[src/rtl/apb_i2c_regif.sv]
// -----------------------------------------------------------------------------
// apb_i2c_regif
// APB3 slave register interface in front of an I2C core. APB transfers become
// TX FIFO push strobes, RX FIFO pop strobes and updates of two 14-bit control
// registers (CONFIG, TIMEOUT). RX data and error status are returned on the
// bus, and the TX/RX interrupt lines are registered copies of the FIFO flags.
//
// Ports:
//   PCLK, PRESETn                 clock, synchronous active-high reset
//   PSELx, PENABLE, PWRITE        APB control
//   PADDR[31:0], PWDATA[31:0]     APB address / write data
//   PRDATA[31:0], PREADY, PSLVERR APB response (combinational, zero wait)
//   READ_DATA_ON_RX[31:0]         RX FIFO head data
//   ERROR, TX_EMPTY, RX_EMPTY     I2C core / FIFO status
//   INTERNAL_I2C_REGISTER_CONFIG  CONFIG register (14 bits)
//   INTERNAL_I2C_REGISTER_TIMEOUT TIMEOUT register (14 bits)
//   WRITE_DATA_ON_TX[31:0]        data presented to the TX FIFO
//   WR_ENA, RD_ENA                one-cycle TX push / RX pop strobes
//   INT_RX, INT_TX                RX data-available / TX-empty interrupts
// -----------------------------------------------------------------------------
module apb_i2c_regif #(
    parameter logic [31:0] TX_ADDR      = 32'h0000_0000,
    parameter logic [31:0] RX_ADDR      = 32'h0000_0004,
    parameter logic [31:0] CONFIG_ADDR  = 32'h0000_0008,
    parameter logic [31:0] TIMEOUT_ADDR = 32'h0000_000C
) (
    input  logic        PCLK,
    input  logic        PRESETn,
    input  logic        PSELx,
    input  logic        PWRITE,
    input  logic        PENABLE,
    input  logic [31:0] PADDR,
    input  logic [31:0] PWDATA,
    input  logic [31:0] READ_DATA_ON_RX,
    input  logic        ERROR,
    input  logic        TX_EMPTY,
    input  logic        RX_EMPTY,
    output logic [31:0] PRDATA,
    output logic [13:0] INTERNAL_I2C_REGISTER_CONFIG,
    output logic [13:0] INTERNAL_I2C_REGISTER_TIMEOUT,
    output logic [31:0] WRITE_DATA_ON_TX,
    output logic        WR_ENA,
    output logic        RD_ENA,
    output logic        PREADY,
    output logic        PSLVERR,
    output logic        INT_RX,
    output logic        INT_TX
);

    logic        setup_q,   setup_d;
    logic [13:0] config_q,  config_d;
    logic [13:0] timeout_q, timeout_d;
    logic [31:0] tx_data_q, tx_data_d;
    logic        wr_ena_q,  wr_ena_d;
    logic        rd_ena_q,  rd_ena_d;
    logic        int_rx_q,  int_rx_d;
    logic        int_tx_q,  int_tx_d;

    logic        hit_tx_s, hit_rx_s, hit_cfg_s, hit_tmo_s, unmapped_s;
    logic        access_s, commit_s, pslverr_s;
    logic [31:0] prdata_s;

    // Address decode and APB response; a commit is the first access cycle
    // after a setup cycle, so a held PENABLE does not repeat side effects.
    always_comb begin
        hit_tx_s   = (PADDR == TX_ADDR);
        hit_rx_s   = (PADDR == RX_ADDR);
        hit_cfg_s  = (PADDR == CONFIG_ADDR);
        hit_tmo_s  = (PADDR == TIMEOUT_ADDR);
        unmapped_s = ~(hit_tx_s | hit_rx_s | hit_cfg_s | hit_tmo_s);
        access_s   = PSELx & PENABLE;
        commit_s   = access_s & setup_q;
        // Writing the RX port or reading the TX port is a direction error.
        pslverr_s  = access_s & (ERROR | unmapped_s |
                                 (PWRITE & hit_rx_s) | (~PWRITE & hit_tx_s));
    end

    // Read data mux, driven only during read access cycles.
    always_comb begin
        prdata_s = 32'h0000_0000;
        if (access_s && !PWRITE) begin
            if (hit_rx_s) begin
                prdata_s = READ_DATA_ON_RX;
            end else if (hit_cfg_s) begin
                prdata_s = {18'b0, config_q};
            end else if (hit_tmo_s) begin
                prdata_s = {18'b0, timeout_q};
            end else begin
                prdata_s = 32'h0000_0000;
            end
        end else begin
            prdata_s = 32'h0000_0000;
        end
    end

    // Next-state logic: register updates and strobes on error-free commits.
    always_comb begin
        setup_d   = PSELx & ~PENABLE;
        config_d  = config_q;
        timeout_d = timeout_q;
        tx_data_d = tx_data_q;
        wr_ena_d  = 1'b0;
        rd_ena_d  = 1'b0;
        int_tx_d  = TX_EMPTY;
        int_rx_d  = ~RX_EMPTY;
        if (commit_s && !pslverr_s) begin
            if (PWRITE) begin
                if (hit_tx_s) begin
                    tx_data_d = PWDATA;
                    wr_ena_d  = 1'b1;
                end else if (hit_cfg_s) begin
                    config_d  = PWDATA[13:0];
                end else if (hit_tmo_s) begin
                    timeout_d = PWDATA[13:0];
                end else begin
                    wr_ena_d  = 1'b0;
                end
            end else begin
                // Pops even when the FIFO is empty; underflow is the FIFO's job.
                if (hit_rx_s) begin
                    rd_ena_d = 1'b1;
                end else begin
                    rd_ena_d = 1'b0;
                end
            end
        end else begin
            wr_ena_d = 1'b0;
            rd_ena_d = 1'b0;
        end
    end

    // State registers with synchronous active-high reset.
    always_ff @(posedge PCLK) begin
        if (PRESETn) begin
            setup_q   <= 1'b0;
            config_q  <= 14'h0000;
            timeout_q <= 14'h0000;
            tx_data_q <= 32'h0000_0000;
            wr_ena_q  <= 1'b0;
            rd_ena_q  <= 1'b0;
            int_rx_q  <= 1'b0;
            int_tx_q  <= 1'b0;
        end else begin
            setup_q   <= setup_d;
            config_q  <= config_d;
            timeout_q <= timeout_d;
            tx_data_q <= tx_data_d;
            wr_ena_q  <= wr_ena_d;
            rd_ena_q  <= rd_ena_d;
            int_rx_q  <= int_rx_d;
            int_tx_q  <= int_tx_d;
        end
    end

    assign PREADY                        = access_s;
    assign PSLVERR                       = pslverr_s;
    assign PRDATA                        = prdata_s;
    assign INTERNAL_I2C_REGISTER_CONFIG  = config_q;
    assign INTERNAL_I2C_REGISTER_TIMEOUT = timeout_q;
    assign WRITE_DATA_ON_TX              = tx_data_q;
    assign WR_ENA                        = wr_ena_q;
    assign RD_ENA                        = rd_ena_q;
    assign INT_RX                        = int_rx_q;
    assign INT_TX                        = int_tx_q;

endmodule

[config.mk]
export PLATFORM = sky130hd
export DESIGN_NAME = apb_i2c_regif
export DESIGN_NICKNAME = d
export VERILOG_FILES = /design/src/rtl/apb_i2c_regif.sv
export SDC_FILE = /design/constraint.sdc
export NUM_CORES = 1
export LEC_CHECK = 0
export CAP_MARGIN = 40
export CELL_PAD_IN_SITES_DETAIL_PLACEMENT = 1
export CELL_PAD_IN_SITES_GLOBAL_PLACEMENT = 1
export CORE_ASPECT_RATIO = 0.8
export CORE_MARGIN = 3
export CORE_UTILIZATION = 25
export CTS_BUF_LIST = sky130_fd_sc_hd__clkbuf_8
export DETAILED_ROUTE_END_ITERATION = 10
export PLACE_DENSITY = 0.85
export SYNTH_ARGS = -nofsm -noshare
export SYNTH_HDL_FRONTEND = slang
export SYNTH_SLANG_ARGS = --single-unit
[constraint.sdc]
create_clock -name PCLK -period 2 [get_ports PCLK]
set_input_delay 0.4 -clock PCLK [delete_from_list [all_inputs] [get_ports PCLK]]
set_output_delay 0.4 -clock PCLK [all_outputs]
set_load 0.005 [all_outputs]
==> After elaboration in Yosys (flattened, before gate mapping) <==
Index checks and enable logic that the tools add are counted.
{ "word_totals": {"rom_bits": 0, "ram_bits": 0, "reg_bits": 65, "latchBits": 0, "output_inout_bits": 98, "n_memories": 0} }
{ "op_classes": {"shifts": 0, "multipliers": 0, "n_eq_ne": 3, "n_reduce_logical": 10, "bitwise": 19, "n_mux": 6, "n_lt_le_gt_ge": 0, "n_addsub": 0, "div": 0} }
{ "ops": {"columns": ["cell", "count"], "rows": [
  ["$eq A32 B4 Y1 const B", 2],
  ["$mux W32", 2],
  ["$eq A32 B3 Y1 const B", 1],
  ["$logic_not A32 Y1", 1],
  ["$mux W14", 2],
  ["$not A1 Y1", 7],
  ["$and A1 B1 Y1", 6],
  ["$or A1 B1 Y1", 6],
  ["$reduce_or A3 Y1", 2],
  ["$reduce_and A5 Y1", 1],
  ["$reduce_and A4 Y1", 1],
  ["$reduce_and A3 Y1", 1],
  ["$logic_and A1 B1 Y1", 2],
  ["$logic_not A1 Y1", 2],
  ["$mux W1", 2]
]} }

==> Logic depth before layout (Yosys ltp) <==
Gate-level depths: netlist of run 1.
{ "depth": {"word_depth": 13, "mapped_depth": 6} }

==> Least setup slack after synthesis of run 1 <==
No wires, ideal clock.
{ "synth_path": {"kind": "input-to-output", "from": "input PADDR[22]", "to": "output PRDATA[10]", "arrival_time_ns": 1.741, "path_stages": 6, "path_slack_ns": -0.141, "n_path_buf": 2, "cell_sequence": "nor4_2 -> nand4_1 -> or4_1 -> buf_2 -> buf_6 -> nor2_1"} }
{ "synth_between": {"elab_chain_cells": 5, "elab_cells_between_ends": 7} }
{ "synth_rtl": {"columns": ["element", "line_no", "source"], "rows": [
  ["start: declaration", "32", "input logic [31:0] PADDR,"],
  ["$eq A32 B4 Y1", "69", "hit_tmo_s = (PADDR == TIMEOUT_ADDR);"],
  ["$mux W14", "86", "end else if (hit_tmo_s) begin"],
  ["$mux W14", "84", "end else if (hit_cfg_s) begin"],
  ["$mux W32 *", "82", "if (hit_rx_s) begin"],
  ["$mux W32 *", "81", "if (access_s && !PWRITE) begin"],
  ["end: declaration", "38", "output logic [31:0] PRDATA,"]
]} }
Mark *: on every way between the ends. The rest lies on a longest branch, timed or not.

==> Worst setup path after layout of run 1 <==
{ "layout_path": {"from": "input PADDR[6]", "to": "output PRDATA[24]"} }
{ "layout_between": {"elab_chain_cells": 3} }
{ "layout_rtl": {"columns": ["element", "line_no", "source"], "rows": [
  ["$eq A32 B3 Y1", "67", "hit_rx_s = (PADDR == RX_ADDR);"],
  ["$mux W32", "82", null],
  ["$mux W32", "81", null]
]} }
Every way passes these cells.

==> results.yml, run 1 <==
drt:
  ant_nets: 0
  dr.pass1.iters: 4
  routed_wl_mm: 14.2
  via_per_inst: 4.48
  post-route-drc-count: 0
  vias: 3461
  dr.first_iter.drc_count: 114
  wl_per_cell_um: 18.4
global_route:
  grt_usage_pct: 18.3
  grt-ovfl-total: 0
  groute.layer.met3.usage_pct: 6.18
  busiest_layer: "met2"
  globalRouteMet2Util_pct: 32.8
  first_global_vias: 3834
  grt_max_degree: 96
  grt_pass1_wl_mm: 21.1
  use_met1_pct: 20.9
  grt_antenna_before_repair: 0
timing:
  skew_ns: 0.00739
  finalCritPeriodShare_pct: 125
  setup_viol: 33
  fin_crit_ns: 2.51
  drv_slew: 0
  relSlewSlack_pct: 76.5
  hold_violations: 0
  fin_ws_ns: -0.505
  fmax_mhz: 399
  worst_pin_slew_ns: 0.348
  rsz0062_at_grt: "true"
clocking:
  clkLatencyLatePin_ns: 0.35
  clockBufferDepth: 2
  clk_pin_slew_worst_paths_ns: 0.08
  tritoncts: "yes"
  cts_sinks: 65
  cts_max_level: 3
  cts_root_buf: "clkbuf_8"
  cts_buffers: 9
critical_path:
  cp_max_fo: 4
  critPathLaunchType: "input port"
  cp-end-kind: "output port"
  crit_type: "input port to output port"
  crit_arrival_ns: 2.11
  cp_data_required_time_ns: 1.60
place:
  place_hpwl_mm: 10.1
  gp_congestion: 0.800
  placement.io_buffers: 201
  place_area_sq_mm: 0.00578
synth:
  yosysUniqueCellTypes: 30
  synth_top_cell_area_share_pct: 38.9
  synth_ff_type: "dfxtp_1"
  avgSynthCellArea_sq_um: 9.50
  yosys.area.top_type: "dfxtp_1"
  synthCells: 352
  syn_area_sq_mm: 0.00335
  async_flop_share_pct: 0
  syn_nets: 456
  synth_top_cells_by_count: "nand2b_1 (93), mux2i_1 (74), dfxtp_1 (65)"
  ys_seq_area_share_pct: 38.9
  synth.top_cells.by_area: "dfxtp_1 (39%), mux2i_1 (22%), nand2b_1 (17%)"
  yosysMostFrequentCell: "nand2b_1"
  ys_seq_elements: 65
  synth_edf_count: 0
  yosysWarnings: 0
power:
  p_int_mw: 2.04
  seq_power_share_pct: 47.0
  vdd_drop_max_mv: 0.455
  leakagePower_nw: 2.61
  p_sw_share_pct: 26.1
  power.density_mw_per_mm2: 440
  p_comb_share_pct: 15.0
  p_switching_mw: 0.721
  power.total_mw: 2.76
  p_clk_share_pct: 38.0
floorplanning:
  ioPinCount: 202
  dieArea_sq_mm: 0.0148
  row_count: 37
  initial_core_util_pct: 25.8
  die_w_um: 135
  die_h_um: 109
  coreArea_sq_mm: 0.0130
job:
  timing.max_cap.violations: 0
status:
  status: "finished, violations left"
  violations: "negative setup slack"
layout:
  post-route-cell-area_sq_mm: 0.00626
  area_growth_syn_to_layout_pct: 87.2
  finalNetCount: 697
  n_antenna_cell: 0
  drive_above_1_share_pct: 29.3
min_path:
  hold_path_class: "input port to flip-flop"
[sequential cells by signal, indices dropped and copies added, names as in the netlist]
| register | count |
|---|---|
| INT_TX | 1 |
| INT_RX | 1 |
| WRITE_DATA_ON_TX | 32 |
| WR_ENA | 1 |
| INTERNAL_I2C_REGISTER_CONFIG | 14 |
| INTERNAL_I2C_REGISTER_TIMEOUT | 14 |
| RD_ENA | 1 |
| setup_q | 1 |
[through the flow]
step                      setup TNS [ns]  utilization (%)  instances  hold slack, ns  worst slack (ns)
after floorplan                    -1.23                -        352           0.465            -0.124
after global placement            -56.34             44.6        735           0.458             -1.07
after detailed placement          -58.59             44.6        735           0.466             -1.14
after CTS                         -13.42             47.1        769           0.418            -0.478
after global routing              -16.76             48.3        773           0.472            -0.593
final                             -14.03             48.3        773           0.473            -0.505
[kinds of logic after synthesis]
logic type,count (synthesis),share of synthesized area [%]
flops,65,38.9
xor+xnor,1,0.262
buf+inv,25,3.93
compound gates,15,2.32
mux,74,22.1
simple gates,172,32.5
[final timing paths]
kind,startpoint,to,slack [ns],cells past startpoint
max,PADDR[6],PRDATA[24],-0.51,10
min,PRESETn,RD_ENA$_SDFF_PP0_,0.47,3
max reg2reg,setup_q$_SDFF_PP0_,WRITE_DATA_ON_TX[13]$_SDFFE_PP0P_,0.47,5
min reg2reg,WRITE_DATA_ON_TX[20]$_SDFFE_PP0P_,WRITE_DATA_ON_TX[20]$_SDFFE_PP0P_,0.48,2
[cells in the final DEF, fill, tap and decap left out, types with 2 or more instances in the layout]
cell type and instances:
or3_4 2, buf_6 36, mux2i_1 74, nor2_1 17, dlymetal6s2s_1 2, nor4_4 9, and2_4 15, nor2_4 12
clkinvlp_4 2, nor2_2 2, buf_4 31, clkbuf_8 10, clkdlybuf4s50_1 131, buf_12 7, nand2b_1 93, inv_2 2
buf_2 32, nand4_2 3, a21oi_1 14, dfxtp_1 65, nand3_1 2, and2_1 3, clkinv_2 2, dlygate4sd2_1 6
clkdlybuf4s15_1 6
[repair_timing]
action                                  CTS  global route
cloned                                    1             0
hold buffers                              0             0
setup buffers                            17             4
resized for setup                       307            30
endpoints found under the setup margin   66            34
pin swaps                                39            16
[critical path, stage by stage]
cell and delay, ns:
clkbuf_2 0.10, nor4_4 0.28, nand4_1 0.19, buf_4 0.20
nor4_4 0.33, buf_2 0.20, buf_6 0.11, buf_6 0.08
and2_4 0.12, buf_6 0.08
[metal layers]
layer / part of all wire [%] / wire (um)
met1: 40 / 5730
met2: 51 / 7200
met3: 8.1 / 1140
met4: 0.77 / 109
met5: 0 / 0
[final cells by class]
| class | count | area [sq um] |
|---|---|---|
| fillers | 1442 | 6700 |
| repair buffers | 253 | 2410 |
| well taps | 175 | 219 |
| inverters | 2 | 7.51 |
| clock inverters | 6 | 42.5 |
| flip-flops and latches | 65 | 1300 |
| multi-input cells | 262 | 2150 |
| clock buffers | 10 | 138 |
[power by group through the flow]
stage / clock network, mW / registers [mW] / logic (mW)
finish: 1.05 / 1.30 / 0.414
global route: 1.16 / 1.30 / 0.444
CTS: 1.09 / 1.30 / 0.402
detailed placement: 0 / 1.33 / 0.412
global placement: 0 / 1.33 / 0.401
floorplan: 0 / 1.33 / 0.121
(Power assumes the default switching activity.)
==> run 2: changes to the inputs <==
--- a/config.mk
+++ b/config.mk
@@ -9,7 +9,7 @@
 export CELL_PAD_IN_SITES_DETAIL_PLACEMENT = 1
 export CELL_PAD_IN_SITES_GLOBAL_PLACEMENT = 1
 export CORE_ASPECT_RATIO = 0.8
-export CORE_MARGIN = 3
+export CORE_MARGIN = 4
 export CORE_UTILIZATION = 25
 export CTS_BUF_LIST = sky130_fd_sc_hd__clkbuf_8
 export DETAILED_ROUTE_END_ITERATION = 10
==> results.yml, run 2 (same netlist as run 1, synthesis figures left out) <==
layout:
  layout_commonest_cell: "clkdlybuf4s50_1"
  area_growth_syn_to_layout_pct: 88.3
  n_antenna_cell: 0
  largest_reg_flops: 32
  layout_common_cells: "clkdlybuf4s50_1 (132), nand2b_1 (93), mux2i_1 (74), dfxtp_1 (65), buf_6 (46)"
  drive_above_1_share_pct: 28.8
  finalNetCount: 696
  instances_no_fill: 772
  fill_cells: 1405
power:
  vdd_drop_max_mv: 0.468
  power.density_mw_per_mm2: 449
  power.total_mw: 2.83
  leakagePower_nw: 2.61
critical_path:
  critPathBufInv: 4
  cp_data_required_time_ns: 1.60
  cpMostUsedCell: "buf_12"
  path_depth: 8
  critPathLaunchType: "input port"
  cp_top_family: "simple AND/OR/NAND/NOR gates"
  startpoint: "PADDR[26]"
  cp_max_fo: 5
  regToRegSetupSlack_ns: 0.48
  cp_slowest_cell: "or4_4"
  cp-end-kind: "output port"
  reg2regPathDepth: 5
  crit_type: "input port to output port"
  path_cells: "buf_6 -> nor4_4 -> nand4_2 -> or4_4 -> buf_12 -> buf_12 -> nor2_4 -> buf_2"
  rr_startpoint: "setup_q$_SDFF_PP0_"
  crit_arrival_ns: 2.07
  cpPeakStageDelay_ns: 0.56
clocking:
  cts_sinks: 65
  cts_root_buf: "clkbuf_8"
  cts_buffers: 9
  tritoncts: "yes"
  clk_pin_slew_worst_paths_ns: 0.07
  cts_max_level: 3
  clockBufferDepth: 2
  ctsHoldBuffers: 0
  clkLatencyLatePin_ns: 0.34
place:
  placement.io_buffers: 201
  gp_congestion: 0.779
  place_hpwl_mm: 10.5
  dp_cells: 733
timing:
  fin_crit_ns: 2.47
  finalCritPeriodShare_pct: 123
  relSlewSlack_pct: 69.7
  setup_viol: 33
  rsz0062_at_grt: "true"
  worst_pin_slew_ns: 0.447
  fin_ws_ns: -0.467
  drv_slew: 0
  holdWs_ns: 0.455
  hold_violations: 0
  fmax_mhz: 405
  skew_ns: 0.00816
floorplanning:
  coreArea_sq_mm: 0.0130
  row_count: 37
  initial_core_util_pct: 25.8
  dieArea_sq_mm: 0.0153
  die_w_um: 137
  ioPinCount: 202
  die_h_um: 111
drt:
  dr.pass1.iters: 4
  vias: 3505
  post-route-drc-count: 0
  routed_wl_mm: 14.3
  ant_nets: 0
  via_per_inst: 4.54
  wl_per_cell_um: 18.5
  dr.first_iter.drc_count: 85
global_route:
  grt_usage_pct: 17.8
  first_global_vias: 3889
  grt_pass1_wl_mm: 21.3
  grt-ovfl-total: 0
  grt_antenna_before_repair: 0
  grt_max_degree: 96
job:
  timing.max_cap.violations: 0
status:
  violations: "negative setup slack"
  status: "finished, violations left"
min_path:
  hold_path_class: "input port to flip-flop"
  hold_depth: 3
  holdCritStartpoint: "PRESETn"
-- run 2: cell types whose count changed in the layout (fill, tap and decap cells not counted), moves of 2 or more --
cell	delta
inv_1	+2
nor2_2	+2
clkdlybuf4s15_2	+2
buf_4	-5
and2_1	-3
dlymetal6s2s_1	-2
buf_2	-6
buf_6	+10
and2_4	+3
nor2_4	-2
-- run 2: layout make-up --
| class | instances | area, sq um | share of cell area, % |
|---|---|---|---|
| multi-input cells | 262 | 2120 | 33.6 |
| inverters | 2 | 7.51 | 0.119 |
| flip-flops and latches | 65 | 1300 | 20.7 |
| repair buffers | 252 | 2460 | 39.0 |
| well taps | 175 | 219 | 3.48 |
| clock inverters | 6 | 58.8 | 0.934 |
| clock buffers | 10 | 138 | 2.19 |
-- run 2: layer usage --
layer	wire, um	track usage (%)	part of all wire [%]	vias to the layer above
met3	1210	6.05	8.5	18
met1	5500	19.9	39	1683
met2	7350	32.0	51	140
li1	-	-	-	1664
met5	0	0	0	-
met4	218	4.52	1.5	0
-- run 2: through the flow --
stage / TNS, ns / cell area, sq um / worst slack [ns] / util, %
floorplan: -1.23 / 3390 / -0.124 / -
global placement: -55.50 / 5760 / -1.07 / 44.5
detailed placement: -58.72 / 5760 / -1.17 / 44.5
CTS: -12.51 / 6180 / -0.434 / 47.7
global route: -15.11 / 6300 / -0.546 / 48.6
finish: -12.29 / 6300 / -0.467 / 48.6
-- run 2: power breakdown --
group	internal (mW)	switching, mW	leakage [nW]
clock	0.601	0.520	0.0995
combinational	0.252	0.156	1.98
sequential	1.30	0.00100	0.524
total	2.15	0.676	2.61
-- run 2: path summary, 6_finish.rpt --
check | end
worst min register to register | WRITE_DATA_ON_TX[7]$_SDFFE_PP0P_
worst min-delay path | WR_ENA$_SDFF_PP0_
worst max-delay path | PRDATA[9]
worst max register to register | INTERNAL_I2C_REGISTER_CONFIG[2]$_SDFFE_PP0P_
-- run 2: repair_timing --
item | CTS | global route
pin swaps | 39 | 14
buffers inserted | 19 | 4
gates resized for setup | 303 | 39
setup endpoints to repair | 67 | 33
gates cloned | 2 | 0
-- run 2: tightest hold or removal path: cells and delay by family --
kind / cells / cell delay (ns)
buffers and inverters: 1 / 0.15
AND/OR/NAND/NOR: 2 / 0.20
==> run 3: changes to the inputs <==
--- a/config.mk
+++ b/config.mk
@@ -11,9 +11,10 @@
 export CORE_ASPECT_RATIO = 0.8
 export CORE_MARGIN = 4
 export CORE_UTILIZATION = 25
-export CTS_BUF_LIST = sky130_fd_sc_hd__clkbuf_8
+export CTS_BUF_LIST = sky130_fd_sc_hd__clkbuf_4 sky130_fd_sc_hd__clkbuf_8
 export DETAILED_ROUTE_END_ITERATION = 10
 export PLACE_DENSITY = 0.85
+export SLEW_MARGIN = 15
 export SYNTH_ARGS = -nofsm -noshare
 export SYNTH_HDL_FRONTEND = slang
 export SYNTH_SLANG_ARGS = --single-unit
==> results.yml, run 3 (same netlist as run 1, synthesis figures left out) <==
floorplanning:
  ioPinCount: 202
  row_count: 37
  initial_core_util_pct: 25.8
  die_h_um: 111
  coreArea_sq_mm: 0.0130
  die_w_um: 137
  dieArea_sq_mm: 0.0153
place:
  dp_cells: 733
  place_hpwl_mm: 10.5
  gp_congestion: 0.779
  dp_slack_ns: -1.17
  placement.io_buffers: 201
clocking:
  cts_sinks: 65
  clk_pin_slew_worst_paths_ns: 0.07
  tritoncts: "yes"
  clockBufferDepth: 2
  cts_root_buf: "clkbuf_8"
  clkLatencyLatePin_ns: 0.34
  cts_buffers: 9
  cts_max_level: 3
timing:
  setup_viol: 33
  holdWs_ns: 0.453
  hold_violations: 0
  skew_ns: 0.00816
  finalCritPeriodShare_pct: 123
  drv_slew: 0
  worst_pin_slew_ns: 0.447
  relSlewSlack_pct: 69.7
  fmax_mhz: 405
  fin_crit_ns: 2.47
  rsz0062_at_grt: "true"
  fin_ws_ns: -0.467
layout:
  instances_no_fill: 772
  finalNetCount: 696
  n_antenna_cell: 0
  largest_reg_flops: 32
  final_util_pct: 48.6
  area_growth_syn_to_layout_pct: 88.4
  layout_common_cells: "clkdlybuf4s50_1 (132), nand2b_1 (93), mux2i_1 (74), dfxtp_1 (65), buf_6 (46)"
  layout_commonest_cell: "clkdlybuf4s50_1"
  drive_above_1_share_pct: 29.0
critical_path:
  cp_data_required_time_ns: 1.60
  startpoint: "PADDR[26]"
  critPathLaunchType: "input port"
  cp-end-kind: "output port"
  rr_startpoint: "setup_q$_SDFF_PP0_"
  reg2regPathDepth: 5
  regToRegSetupSlack_ns: 0.49
  crit_type: "input port to output port"
  crit_arrival_ns: 2.07
  timing.rr.end: "INTERNAL_I2C_REGISTER_CONFIG[2]$_SDFFE_PP0P_"
  cp_max_fo: 5
  crit_end: "PRDATA[9]"
power:
  power.total_mw: 2.85
  leakagePower_nw: 2.61
  power.density_mw_per_mm2: 452
  p_sw_share_pct: 23.8
  p_int_mw: 2.17
  p_switching_mw: 0.679
  p_clk_share_pct: 40.1
  seq_power_share_pct: 45.6
  p_comb_share_pct: 14.3
  vdd_drop_max_mv: 0.468
drt:
  post-route-drc-count: 0
  wl_per_cell_um: 18.5
  ant_nets: 0
  routed_wl_mm: 14.3
  dr.first_iter.drc_count: 85
  dr.pass1.iters: 4
  via_per_inst: 4.55
  vias: 3510
global_route:
  grt_antenna_before_repair: 0
  grt_max_degree: 96
  grt_pass1_wl_mm: 21.3
  grt_usage_pct: 17.8
  grt-ovfl-total: 0
  first_global_vias: 3889
min_path:
  hold_path_class: "input port to flip-flop"
  hold_depth: 3
status:
  violations: "negative setup slack"
  status: "finished, violations left"
job:
  timing.max_cap.violations: 0
-- run 3: changes by cell type in the layout (fill, tap and decap cells not counted), sizes merged --
| cell | previous run | this run |
|---|---|---|
| clkbuf | 10 | 11 |
| inv | 3 | 2 |
-- run 3: what timing repair did --
action | 4_1_cts | 5_1_grt
pin swaps | 39 | 14
endpoints found under the hold margin | 0 | 0
gates resized for setup | 303 | 39
cloned | 2 | 0
buffers inserted | 19 | 4
hold buffers | 0 | 0
endpoints found under the setup margin | 67 | 33
-- run 3: worst min path at each step --
stage | startpoint | endpoint
3_3_place_gp | WRITE_DATA_ON_TX[29]$_SDFFE_PP0P_ | WRITE_DATA_ON_TX[29]$_SDFFE_PP0P_
3_5_place_dp | WRITE_DATA_ON_TX[2]$_SDFFE_PP0P_ | WRITE_DATA_ON_TX[2]$_SDFFE_PP0P_
2_1_floorplan | WRITE_DATA_ON_TX[0]$_SDFFE_PP0P_ | WRITE_DATA_ON_TX[0]$_SDFFE_PP0P_
4_1_cts | PRESETn | WR_ENA$_SDFF_PP0_
6_report | PRESETn | WR_ENA$_SDFF_PP0_
5_1_grt | PRESETn | RD_ENA$_SDFF_PP0_
-- run 3: worst max-delay path: stages --
cell and delay [ns]:
buf_6 0.10, nor4_4 0.31, nand4_2 0.18, or4_4 0.56
buf_12 0.17, buf_12 0.14, nor2_4 0.09, buf_2 0.11
-- run 3: per-stage QoR --
stage / setup TNS [ns] / instance area [sq um]
2_1_floorplan: -1.23 / 3390
3_3_place_gp: -55.50 / 5760
3_5_place_dp: -58.72 / 5760
4_1_cts: -12.51 / 6190
5_1_grt: -15.11 / 6300
6_report: -12.29 / 6300
-- run 3: area by class of cell --
| type | instances | area [sq um] |
|---|---|---|
| Inverter | 2 | 7.51 |
| Multi-Input combinational cell | 262 | 2120 |
| Fill cell | 1403 | 6660 |
| Clock inverter | 5 | 55.1 |
| Clock buffer | 11 | 145 |
| Tap cell | 175 | 219 |
| Timing Repair Buffer | 252 | 2460 |
| Sequential cell | 65 | 1300 |
-- run 3: power by group through the flow --
stage	logic [mW]	registers, mW	clock network, mW
floorplan	0.121	1.33	0
finish	0.408	1.30	1.14
CTS	0.405	1.30	1.19
global placement	0.396	1.33	0
detailed placement	0.410	1.33	0
global route	0.439	1.30	1.24
-- run 3: routing by layer --
layer  vias to the layer above  global-route usage [%]  share of wire [%]
met1                      1687                    19.9                 38
met3                        18                    6.05                8.5
li1                       1663                       -                  -
met4                         0                    4.52                1.5
met5                         -                       0                  0
met2                       142                    32.0                 51
